$ cat config.mk
export PLATFORM = sky130hd
export DESIGN_NAME = command_frame_parser_flat
export DESIGN_NICKNAME = d
export VERILOG_FILES = /design/src/rtl/command_frame_parser_pkg.sv /design/src/rtl/command_frame_parser_if.sv /design/src/rtl/command_frame_parser_sat_counter8.sv /design/src/rtl/command_frame_parser.sv /design/src/flat_wrapper.sv
export SDC_FILE = /design/constraint.sdc
export NUM_CORES = 1
export LEC_CHECK = 0
export BUFFER_PORTS_ARGS = -buffer_cell sky130_fd_sc_hd__buf_2
export CORE_MARGIN = 1.5
export CORE_UTILIZATION = 40
export CTS_CLUSTER_DIAMETER = 30
export DETAILED_ROUTE_END_ITERATION = 16
export PLACE_DENSITY = 0.71
export SYNTH_ARGS = -nofsm -noshare
export SYNTH_HDL_FRONTEND = slang
export SYNTH_SLANG_ARGS = --single-unit
$ cat constraint.sdc
create_clock -name clk_i -period 4.7 [get_ports clk_i]
set_input_delay 0.705 -clock clk_i [delete_from_list [all_inputs] [get_ports clk_i]]
set_output_delay 0.705 -clock clk_i [all_outputs]
set_load 0.05 [all_outputs]
$ cat src/rtl/command_frame_parser_pkg.sv
// Shared types and constants for the command frame parser slice.
package cmd_pkg;

  typedef enum logic [2:0] {
    ST_HUNT = 3'd0,
    ST_ADDR = 3'd1,
    ST_DATA = 3'd2,
    ST_CSUM = 3'd3,
    ST_EMIT = 3'd4
  } cmd_parse_state_t;

  localparam int CMD_ADDR_WIDTH = 16;
  localparam int CMD_DATA_WIDTH = 32;

  localparam logic [7:0] DEFAULT_SYNC_BYTE = 8'hA5;

endpackage

$ cat src/rtl/command_frame_parser_if.sv
// Host byte stream in, register-write strobe out.
// Byte handshake: a byte transfers on a rising edge where byte_valid_i && byte_ready_o;
// the source holds data stable while valid is high and not yet accepted.
interface command_frame_parser_if;
  import cmd_pkg::*;

  logic [7:0]                byte_data_i;
  logic                      byte_valid_i;
  logic                      byte_ready_o;
  logic [CMD_ADDR_WIDTH-1:0] cmd_addr_o;
  logic [CMD_DATA_WIDTH-1:0] cmd_data_o;
  logic                      cmd_valid_o;

  modport master (
    output byte_data_i, byte_valid_i,
    input  byte_ready_o, cmd_addr_o, cmd_data_o, cmd_valid_o
  );

  modport slave (
    input  byte_data_i, byte_valid_i,
    output byte_ready_o, cmd_addr_o, cmd_data_o, cmd_valid_o
  );

endinterface

$ cat src/rtl/command_frame_parser_sat_counter8.sv
// 8-bit counter that sticks at 8'hFF; asynchronous clear.
module sat_counter8 (
  input  logic       clk_i,
  input  logic       rst_i,
  input  logic       inc,
  output logic [7:0] count
);

  always_ff @(posedge clk_i or posedge rst_i) begin
    if (rst_i) begin
      count <= 8'd0;
    end else if (inc && (count != 8'hFF)) begin
      count <= count + 8'd1;
    end
  end

endmodule

$ cat src/rtl/command_frame_parser.sv
// Parses SYNC/ADDR[2]/DATA[4]/CSUM frames into one-cycle register writes,
// with an inter-byte timeout and saturating error counters.
module command_frame_parser
  import cmd_pkg::*;
#(
  parameter int         TIMEOUT_CYCLES = 100000,
  parameter logic [7:0] SYNC_BYTE      = DEFAULT_SYNC_BYTE
) (
  input  logic                  clk_i,
  input  logic                  rst_i,
  command_frame_parser_if.slave bus,
  output logic [7:0]            csum_err_count_o,
  output logic [7:0]            timeout_err_count_o,
  output cmd_parse_state_t      state_o
);

  localparam int GW = $clog2(TIMEOUT_CYCLES + 1);

  cmd_parse_state_t          state, state_next;
  logic [2:0]                sub_cnt;
  logic [GW-1:0]             gap_cnt;
  logic [7:0]                xor_acc;
  logic [CMD_ADDR_WIDTH-1:0] addr_sr;
  logic [CMD_DATA_WIDTH-1:0] data_sr;
  logic [CMD_ADDR_WIDTH-1:0] cmd_addr_q;
  logic [CMD_DATA_WIDTH-1:0] cmd_data_q;

  logic accept;
  logic in_frame;
  logic timeout_hit;
  logic csum_ok;
  logic csum_fail;

  assign accept   = bus.byte_valid_i && (state != ST_EMIT);
  assign in_frame = (state == ST_ADDR) || (state == ST_DATA) || (state == ST_CSUM);
  // Fires on the edge that would make the gap counter reach the limit; an accepted byte wins.
  assign timeout_hit = in_frame && !accept && (gap_cnt == GW'(TIMEOUT_CYCLES - 1));
  assign csum_ok     = (state == ST_CSUM) && accept && (bus.byte_data_i == xor_acc);
  assign csum_fail   = (state == ST_CSUM) && accept && (bus.byte_data_i != xor_acc);

  // State register
  always_ff @(posedge clk_i or posedge rst_i) begin
    if (rst_i) begin
      state <= ST_HUNT;
    end else begin
      state <= state_next;
    end
  end

  // Next-state logic
  always_comb begin
    state_next = state;
    unique case (state)
      ST_HUNT: if (accept && (bus.byte_data_i == SYNC_BYTE)) state_next = ST_ADDR;
      ST_ADDR: begin
        if (timeout_hit)                    state_next = ST_HUNT;
        else if (accept && sub_cnt == 3'd1) state_next = ST_DATA;
      end
      ST_DATA: begin
        if (timeout_hit)                    state_next = ST_HUNT;
        else if (accept && sub_cnt == 3'd3) state_next = ST_CSUM;
      end
      ST_CSUM: begin
        if (timeout_hit)    state_next = ST_HUNT;
        else if (csum_ok)   state_next = ST_EMIT;
        else if (csum_fail) state_next = ST_HUNT;
      end
      ST_EMIT: state_next = ST_HUNT;
      default: state_next = ST_HUNT;
    endcase
  end

  // Output logic
  always_comb begin
    bus.byte_ready_o = 1'b1;
    bus.cmd_valid_o  = 1'b0;
    if (state == ST_EMIT) begin
      bus.byte_ready_o = 1'b0;
      bus.cmd_valid_o  = 1'b1;
    end
  end

  assign bus.cmd_addr_o = cmd_addr_q;
  assign bus.cmd_data_o = cmd_data_q;
  assign state_o        = state;

  // Datapath: byte position, gap timer, running XOR, shift registers, write registers
  always_ff @(posedge clk_i or posedge rst_i) begin
    if (rst_i) begin
      sub_cnt    <= 3'd0;
      gap_cnt    <= '0;
      xor_acc    <= 8'd0;
      addr_sr    <= '0;
      data_sr    <= '0;
      cmd_addr_q <= '0;
      cmd_data_q <= '0;
    end else begin
      if (state_next != state) sub_cnt <= 3'd0;
      else if (accept)         sub_cnt <= sub_cnt + 3'd1;

      if (!in_frame || accept || timeout_hit) gap_cnt <= '0;
      else                                    gap_cnt <= gap_cnt + GW'(1);

      if (state == ST_HUNT && accept && bus.byte_data_i == SYNC_BYTE) begin
        xor_acc <= 8'd0;
      end else if ((state == ST_ADDR || state == ST_DATA) && accept) begin
        xor_acc <= xor_acc ^ bus.byte_data_i;
      end

      if (state == ST_ADDR && accept) addr_sr <= {addr_sr[7:0], bus.byte_data_i};
      if (state == ST_DATA && accept) data_sr <= {data_sr[23:0], bus.byte_data_i};

      if (csum_ok) begin
        cmd_addr_q <= addr_sr;
        cmd_data_q <= data_sr;
      end
    end
  end

  sat_counter8 u_csum_err (
    .clk_i (clk_i),
    .rst_i (rst_i),
    .inc   (csum_fail),
    .count (csum_err_count_o)
  );

  sat_counter8 u_timeout_err (
    .clk_i (clk_i),
    .rst_i (rst_i),
    .inc   (timeout_hit),
    .count (timeout_err_count_o)
  );

endmodule

$ cat src/flat_wrapper.sv
// flat-port wrapper written by rule: the top's interface ports become plain ports
module command_frame_parser_flat import cmd_pkg::*;
#(
  parameter int         TIMEOUT_CYCLES = 100000,
  parameter logic [7:0] SYNC_BYTE      = DEFAULT_SYNC_BYTE
)
  (clk_i, rst_i, csum_err_count_o, timeout_err_count_o, state_o, bus_byte_data_i, bus_byte_valid_i, bus_byte_ready_o, bus_cmd_addr_o, bus_cmd_data_o, bus_cmd_valid_o);
  command_frame_parser_if bus_i ();
  input  logic clk_i;
  input  logic rst_i;
  output logic [7:0] csum_err_count_o;
  output logic [7:0] timeout_err_count_o;
  output cmd_parse_state_t state_o;
  input wire logic [$bits(bus_i.byte_data_i)-1:0] bus_byte_data_i;
  input wire logic [$bits(bus_i.byte_valid_i)-1:0] bus_byte_valid_i;
  output wire logic [$bits(bus_i.byte_ready_o)-1:0] bus_byte_ready_o;
  output wire logic [$bits(bus_i.cmd_addr_o)-1:0] bus_cmd_addr_o;
  output wire logic [$bits(bus_i.cmd_data_o)-1:0] bus_cmd_data_o;
  output wire logic [$bits(bus_i.cmd_valid_o)-1:0] bus_cmd_valid_o;
  assign bus_i.byte_data_i = bus_byte_data_i;
  assign bus_i.byte_valid_i = bus_byte_valid_i;
  assign bus_byte_ready_o = bus_i.byte_ready_o;
  assign bus_cmd_addr_o = bus_i.cmd_addr_o;
  assign bus_cmd_data_o = bus_i.cmd_data_o;
  assign bus_cmd_valid_o = bus_i.cmd_valid_o;
  command_frame_parser #(.TIMEOUT_CYCLES(TIMEOUT_CYCLES), .SYNC_BYTE(SYNC_BYTE)) u_core (.clk_i(clk_i), .rst_i(rst_i), .bus(bus_i), .csum_err_count_o(csum_err_count_o), .timeout_err_count_o(timeout_err_count_o), .state_o(state_o));
endmodule
==> impl_metrics.py, run 1 <==
metrics = {
    "cells_and_area": {
        "diodes": 0,
        "final_common_cell": "dfrtp_1",
        "final_cell_mix": "143 x dfrtp_1, 91 x mux2_2, 79 x buf_2, 34 x nor2_1, 27 x xor2_1",
        "fin_nets": 548,
        "final_cells": 725,
        "utilization_pct": 49.1,
        "final_layout_size_suffix_gt1_share_pct": 41.4,
        "syn2layout_area_growth_pct": 18.7,
        "fin_area_sq_um": 7220,
    },
    "global_routing": {
        "grt_antenna_before_repair": 0,
        "first_global_vias": 3861,
        "grt_max_degree": 105,
        "overflow": 0,
        "grt_usage_pct": 15.4,
        "grt_first_pass_wirelength_microns": 19400,
    },
    "route": {
        "drtIter0Drc": 184,
        "ant_nets": 0,
        "wl_microns": 11300,
        "vias_per_cell": 5.07,
        "vias": 3673,
        "drc": 0,
        "first_pass_iters": 4,
        "avgRoutedWirePerCell_microns": 15.6,
    },
    "clock_tree": {
        "cts_sinks": 143,
        "htreeDepth": 4,
        "numCtsBuffers": 17,
        "post_cts_resized": 0,
        "clk_latency_ns": 0.41,
        "hold_buffers": 0,
        "cts_tree": "yes",
        "postCtsSetupRepairBufs": 0,
        "clkTransAtPathRegs_ns": 0.06,
        "root_buffer": "clkbuf_16",
        "cts_max_path_buffers": 2,
    },
    "sta": {
        "fin_crit_ns": 2.58,
        "skew_ns": 0.00661,
        "tightest_slew_ns": 1.12,
        "rsz0062_at_grt": "no",
        "fmax_mhz": 387,
        "setup_tns_ns": 0,
        "setup_viol": 0,
        "slew_violations": 0,
        "relSlewSlack_pct": 24.9,
        "period_share_pct": 55.0,
        "hold_viol": 0,
    },
    "worst_setup_path": {
        "ff2ff_setup_slack_ns": 2.27,
        "critPathCaptureType": "output pin",
        "r2r.worst_path.cells": 6,
        "crit_family": "flip-flops",
        "rr_endpoint": "u_core.bus.cmd_data_o[20]$_DFFE_PP0P_",
        "path_buf_inv": 2,
        "crit_fanout": 10,
        "arrival_ns": 1.88,
        "cp-start-kind": "register",
        "cp.required_ns": 3.99,
        "reg2reg_from": "u_core.xor_acc[6]$_DFFE_PP0P_",
        "worst-setup-path-type": "reg2out",
        "path_cells": "or3b_2 -> inv_1 -> buf_2",
        "slowest_delay_ns": 0.61,
        "slowest_stage": "dfrtp_1",
    },
    "pwr": {
        "total_leakage_power_nw": 3.59,
        "power.density_nw_per_um2": 488,
        "p_clk_share_pct": 36.2,
        "power_mw": 3.52,
        "switching_power_mw": 0.958,
        "seqPwrFrac_pct": 47.0,
        "p_int_mw": 2.56,
        "swShare_pct": 27.2,
        "ir_drop_mv": 0.292,
        "comb_power_share_pct": 16.8,
    },
    "place": {
        "dp_hpwl_microns": 7780,
        "gp_congestion": 0.773,
        "io_buffer_count": 79,
        "postPlaceCellArea_sq_um": 6660,
        "place_inst": 696,
    },
    "yosys": {
        "ys_types": 40,
        "synth_cells": 447,
        "ys_warn_count": 0,
        "yosys_register_bits": 143,
        "async_flop_share_pct": 100,
        "seq_area_frac_synth_pct": 58.8,
        "synth_top_cell_area_share_pct": 58.8,
        "yosysTopAreaCell": "dfrtp_1",
        "synthTopCellsByArea": "dfrtp_1 59%, mux2_2 17%, xor2_1 3.9%, xnor2_1 2.4%, mux2_4 2.2%",
        "ys.flop_type": "dfrtp_1",
        "synth.cell_area_sq_um": 6080,
        "syn_nets": 464,
        "synth-edff-count": 0,
        "postSynthAreaPerCell_sq_um": 13.6,
    },
    "floorplanning": {
        "fp.dieH_microns": 126,
        "start_util_pct": 41.4,
        "dieArea_sq_um": 16000,
        "io_pins": 80,
        "die_w_microns": 126,
        "rows": 44,
        "core_area_sq_um": 14700,
    },
    "outcome": {
        "status": "complete, no violations",
    },
    "worst_hold_path": {
        "hp-class": "in2async",
    },
    "job": {
        "maxCapViolCount": 0,
    },
}
## synthesized netlist by cell type (2+ instances only)
cell type,number
nor4_1,2
and4_1,2
and2_1,2
buf_4,3
nor4_2,2
dfrtp_1,143
xor2_1,27
and3_1,6
nor2_1,34
and4bb_2,2
inv_1,7
nand4_1,12
clkbuf_1,4
nor4bb_1,5
nor4b_1,2
a21oi_1,6
or2_2,3
mux2i_1,2
nand2b_1,3
xnor2_1,17
buf_2,9
ha_1,6
nand3_1,8
nor3_1,4
nand2_1,23
mux2_4,9
mux2_2,91
## metrics by stage
step           hold WS (ns)  worst slack [ns]
2_1_floorplan         0.455             0.157
4_1_cts               0.497              2.11
3_5_place_dp          0.487              1.80
3_3_place_gp          0.478              1.87
6_report              0.487              2.12
5_1_grt               0.514              2.05
## final cells by class
class,instances,area (sq um)
sequential,143,3580
fill,1285,7480
timing repair buffer,83,425
clock inverter,7,87.6
clock buffer,22,474
tap,184,230
inverter,7,31.3
multi-input combinational,279,2390
## state kept, by name (all words and copies together) (netlist names)
name / cells
u_core.data_sr: 32
u_core.addr_sr: 16
u_core.bus.cmd_addr_o: 16
u_core.xor_acc: 8
u_core.bus.cmd_data_o: 32
u_core.gap_cnt: 17
u_core.sub_cnt: 3
u_core.u_csum_err.count: 8
u_core.u_timeout_err.count: 8
u_core.state_o: 3
## power by group through the flow
stage	logic [mW]	registers [mW]	clock network, mW
after detailed placement	0.596	1.67	0
final	0.592	1.65	1.28
after floorplan	0.465	1.64	0
after CTS	0.603	1.65	1.31
after global placement	0.571	1.66	0
after global routing	0.658	1.69	1.36
## kinds of logic after synthesis
group	share of synthesized area (%)
AO/OA/AOI/OAI	1.71
XOR/XNOR	6.34
adder cells (fa/ha/maj)	1.23
buffers and inverters	2.30
flip-flops	58.8
multiplexers	19.4
AND/OR/NAND/NOR	10.2
## metal layers
layer	track usage, %	vias up	part of all wire, %
met5	0	-	0
met4	6.83	0	2.3
met3	3.63	20	3.7
met2	24.8	77	48
met1	19.9	1853	46
li1	-	1723	-
## worst max-delay path by stage
stage	startpoint	end	cells after the start
final	u_core.state_o[2]$_DFF_PP0_	bus_cmd_valid_o	3
after global routing	u_core.state_o[2]$_DFF_PP0_	bus_cmd_valid_o	3
after CTS	u_core.state_o[2]$_DFF_PP0_	bus_cmd_valid_o	3
after detailed placement	bus_byte_data_i[4]	u_core.bus.cmd_data_o[18]$_DFFE_PP0P_	7
after global placement	bus_byte_data_i[6]	u_core.bus.cmd_data_o[27]$_DFFE_PP0P_	7
after floorplan	rst_i	u_core.addr_sr[0]$_DFFE_PP0P_	1
Note: power is estimated with default switching activity, not from simulation.
==> inputs of run 2 (changes only) <==
--- a/config.mk
+++ b/config.mk
@@ -10,7 +10,7 @@
 export CORE_UTILIZATION = 40
 export CTS_CLUSTER_DIAMETER = 30
 export DETAILED_ROUTE_END_ITERATION = 16
-export PLACE_DENSITY = 0.71
+export PLACE_DENSITY = 0.69
 export SYNTH_ARGS = -nofsm -noshare
 export SYNTH_HDL_FRONTEND = slang
 export SYNTH_SLANG_ARGS = --single-unit
==> constraint.sdc (replaced) <==
create_clock -name clk_i -period 2.4 [get_ports clk_i]
set_input_delay 0.36 -clock clk_i [delete_from_list [all_inputs] [get_ports clk_i]]
set_output_delay 0.36 -clock clk_i [all_outputs]
set_load 0.05 [all_outputs]
==> run 2 against run 1 <==
Via count is 1.5% higher; die area stayed put; global-route usage is 0.11 points higher; cell count is 1.4% higher; core utilization is 0.76 points higher; sequential cell count stayed put; design area is 1.5% higher; clock power is 100% higher; setup slack worse by 1.9 ns; non-clock buffer count is 7 higher; clock skew is 0.0065 ns higher; sequential share of layout area is 0.75 points lower; critical endpoint unchanged; highest routed layer unchanged.
==> impl_metrics.py, run 2 (synthesis gave the netlist of run 1 again) <==
metrics = {
    "outcome": {
        "status": "complete, no violations",
    },
    "clock_tree": {
        "clk_latency_ns": 0.42,
        "post_cts_resized": 0,
        "cts_tree": "yes",
        "clkTransAtPathRegs_ns": 0.06,
        "root_buffer": "clkbuf_16",
        "htreeDepth": 4,
        "cts_max_path_buffers": 2,
        "cts_sinks": 143,
        "numCtsBuffers": 17,
    },
    "route": {
        "drc": 0,
        "vias_per_cell": 5.07,
        "first_pass_iters": 4,
        "drtIter0Drc": 101,
        "avgRoutedWirePerCell_microns": 15.3,
        "vias": 3729,
        "ant_nets": 0,
        "wl_microns": 11300,
    },
    "job": {
        "maxCapViolCount": 0,
    },
    "sta": {
        "hold_viol": 0,
        "tightest_slew_ns": 0.480,
        "setup_tns_ns": 0,
        "fmax_mhz": 467,
        "skew_ns": 0.0131,
        "period_share_pct": 89.3,
        "rsz0062_at_grt": "no",
        "setup_viol": 0,
        "slew_violations": 0,
        "relSlewSlack_pct": 67.7,
        "fin_crit_ns": 2.14,
    },
    "floorplanning": {
        "die_w_microns": 126,
        "rows": 44,
        "core_area_sq_um": 14700,
        "start_util_pct": 41.4,
        "dieArea_sq_um": 16000,
        "io_pins": 80,
        "fp.dieH_microns": 126,
    },
    "place": {
        "dp_hpwl_microns": 7710,
        "io_buffer_count": 79,
        "place_inst": 702,
        "gp_congestion": 0.799,
    },
    "worst_setup_path": {
        "worst-setup-path-type": "reg2out",
        "critPathCaptureType": "output pin",
        "cp-start-kind": "register",
        "cp.required_ns": 2.04,
        "arrival_ns": 1.78,
        "crit_fanout": 10,
    },
    "cells_and_area": {
        "seq_area_sq_um": 3580,
        "multi_input_area_sq_um": 2390,
        "diodes": 0,
        "n_fill_cell": 1263,
        "final_cells": 735,
        "final_layout_size_suffix_gt1_share_pct": 42.5,
        "final_common_cell": "dfrtp_1",
        "fin_nets": 555,
        "final_cell_mix": "143 x dfrtp_1, 91 x mux2_2, 79 x buf_2, 34 x nor2_1, 27 x xor2_1",
        "syn2layout_area_growth_pct": 20.6,
    },
    "pwr": {
        "p_int_mw": 5.10,
        "total_leakage_power_nw": 3.64,
        "comb_power_share_pct": 17.6,
        "switching_power_mw": 1.94,
        "swShare_pct": 27.5,
        "seqPwrFrac_pct": 45.5,
        "power.density_nw_per_um2": 959,
        "p_clk_share_pct": 37.0,
        "ir_drop_mv": 0.571,
    },
    "global_routing": {
        "grt_usage_pct": 15.5,
        "grt_antenna_before_repair": 0,
        "grt_max_degree": 88,
        "first_global_vias": 3874,
        "overflow": 0,
        "grt_first_pass_wirelength_microns": 19300,
    },
    "worst_hold_path": {
        "hp-class": "in2reg",
    },
}
run 2: power groups by stage:
stage               combinational [mW]  clock [mW]  sequential (mW)
CTS                               1.26        2.66             3.20
detailed placement                1.24           0             3.24
global placement                  1.20           0             3.21
global route                      1.37        2.78             3.27
finish                            1.24        2.60             3.20
floorplan                        0.910           0             3.21
run 2: cell type report:
class                      count  share of cell area (%)
sequential                   143                    48.8
multi-input combinational    279                    32.6
timing repair buffer          90                    6.89
clock buffer                  22                    6.60
tap                          184                    3.14
clock inverter                10                    1.50
inverter                       7                   0.410
run 2: final timing paths:
| kind | from | end | slack (ns) | depth (start not counted) |
|---|---|---|---|---|
| max in group asynchronous | rst_i | u_core.data_sr[10]$_DFFE_PP0P_ | 1.21 | 4 |
| max | u_core.state_o[0]$_DFF_PP0_ | bus_cmd_valid_o | 0.26 | 4 |
| min | bus_byte_data_i[6] | u_core.addr_sr[6]$_DFFE_PP0P_ | 0.26 | 2 |
| min in group asynchronous | rst_i | u_core.u_csum_err.count[6]$_DFFE_PP0P_ | 0.46 | 3 |
| min reg2reg | u_core.gap_cnt[0]$_DFF_PP0_ | u_core.gap_cnt[0]$_DFF_PP0_ | 0.48 | 1 |
| max reg2reg | u_core.gap_cnt[0]$_DFF_PP0_ | u_core.u_timeout_err.count[7]$_DFFE_PP0P_ | 0.29 | 6 |
run 2: what timing repair did:
item | 4_1_cts | 5_1_grt
hold buffers | 1 | 0
buffers inserted | 0 | 0
endpoints found under the hold margin | 11 | 0
endpoints found under the setup margin | 0 | 0
run 2: through the flow:
step | hold slack [ns] | utilization [%] | total power, mW | instance area, sq um | worst slack [ns]
floorplan | 0.455 | - | 4.12 | 6090 | 0.126
global placement | 0.347 | 45.8 | 4.42 | 6730 | 0.301
detailed placement | 0.354 | 45.8 | 4.48 | 6730 | 0.245
CTS | 0.235 | 49.9 | 7.12 | 7330 | 0.235
global route | 0.261 | 49.9 | 7.42 | 7330 | 0.141
finish | 0.259 | 49.9 | 7.03 | 7330 | 0.258
run 2: critical path: stages, from the launching register on:
cell     delay, ns
dfrtp_1       0.38
buf_4         0.18
or3b_2        0.49
inv_1         0.06
buf_2         0.25
run 2: layer usage:
layer,wire length (microns),track usage (%)
met1,5060,20.0
met2,5490,24.4
met3,503,4.43
met4,219,6.83
met5,0,0
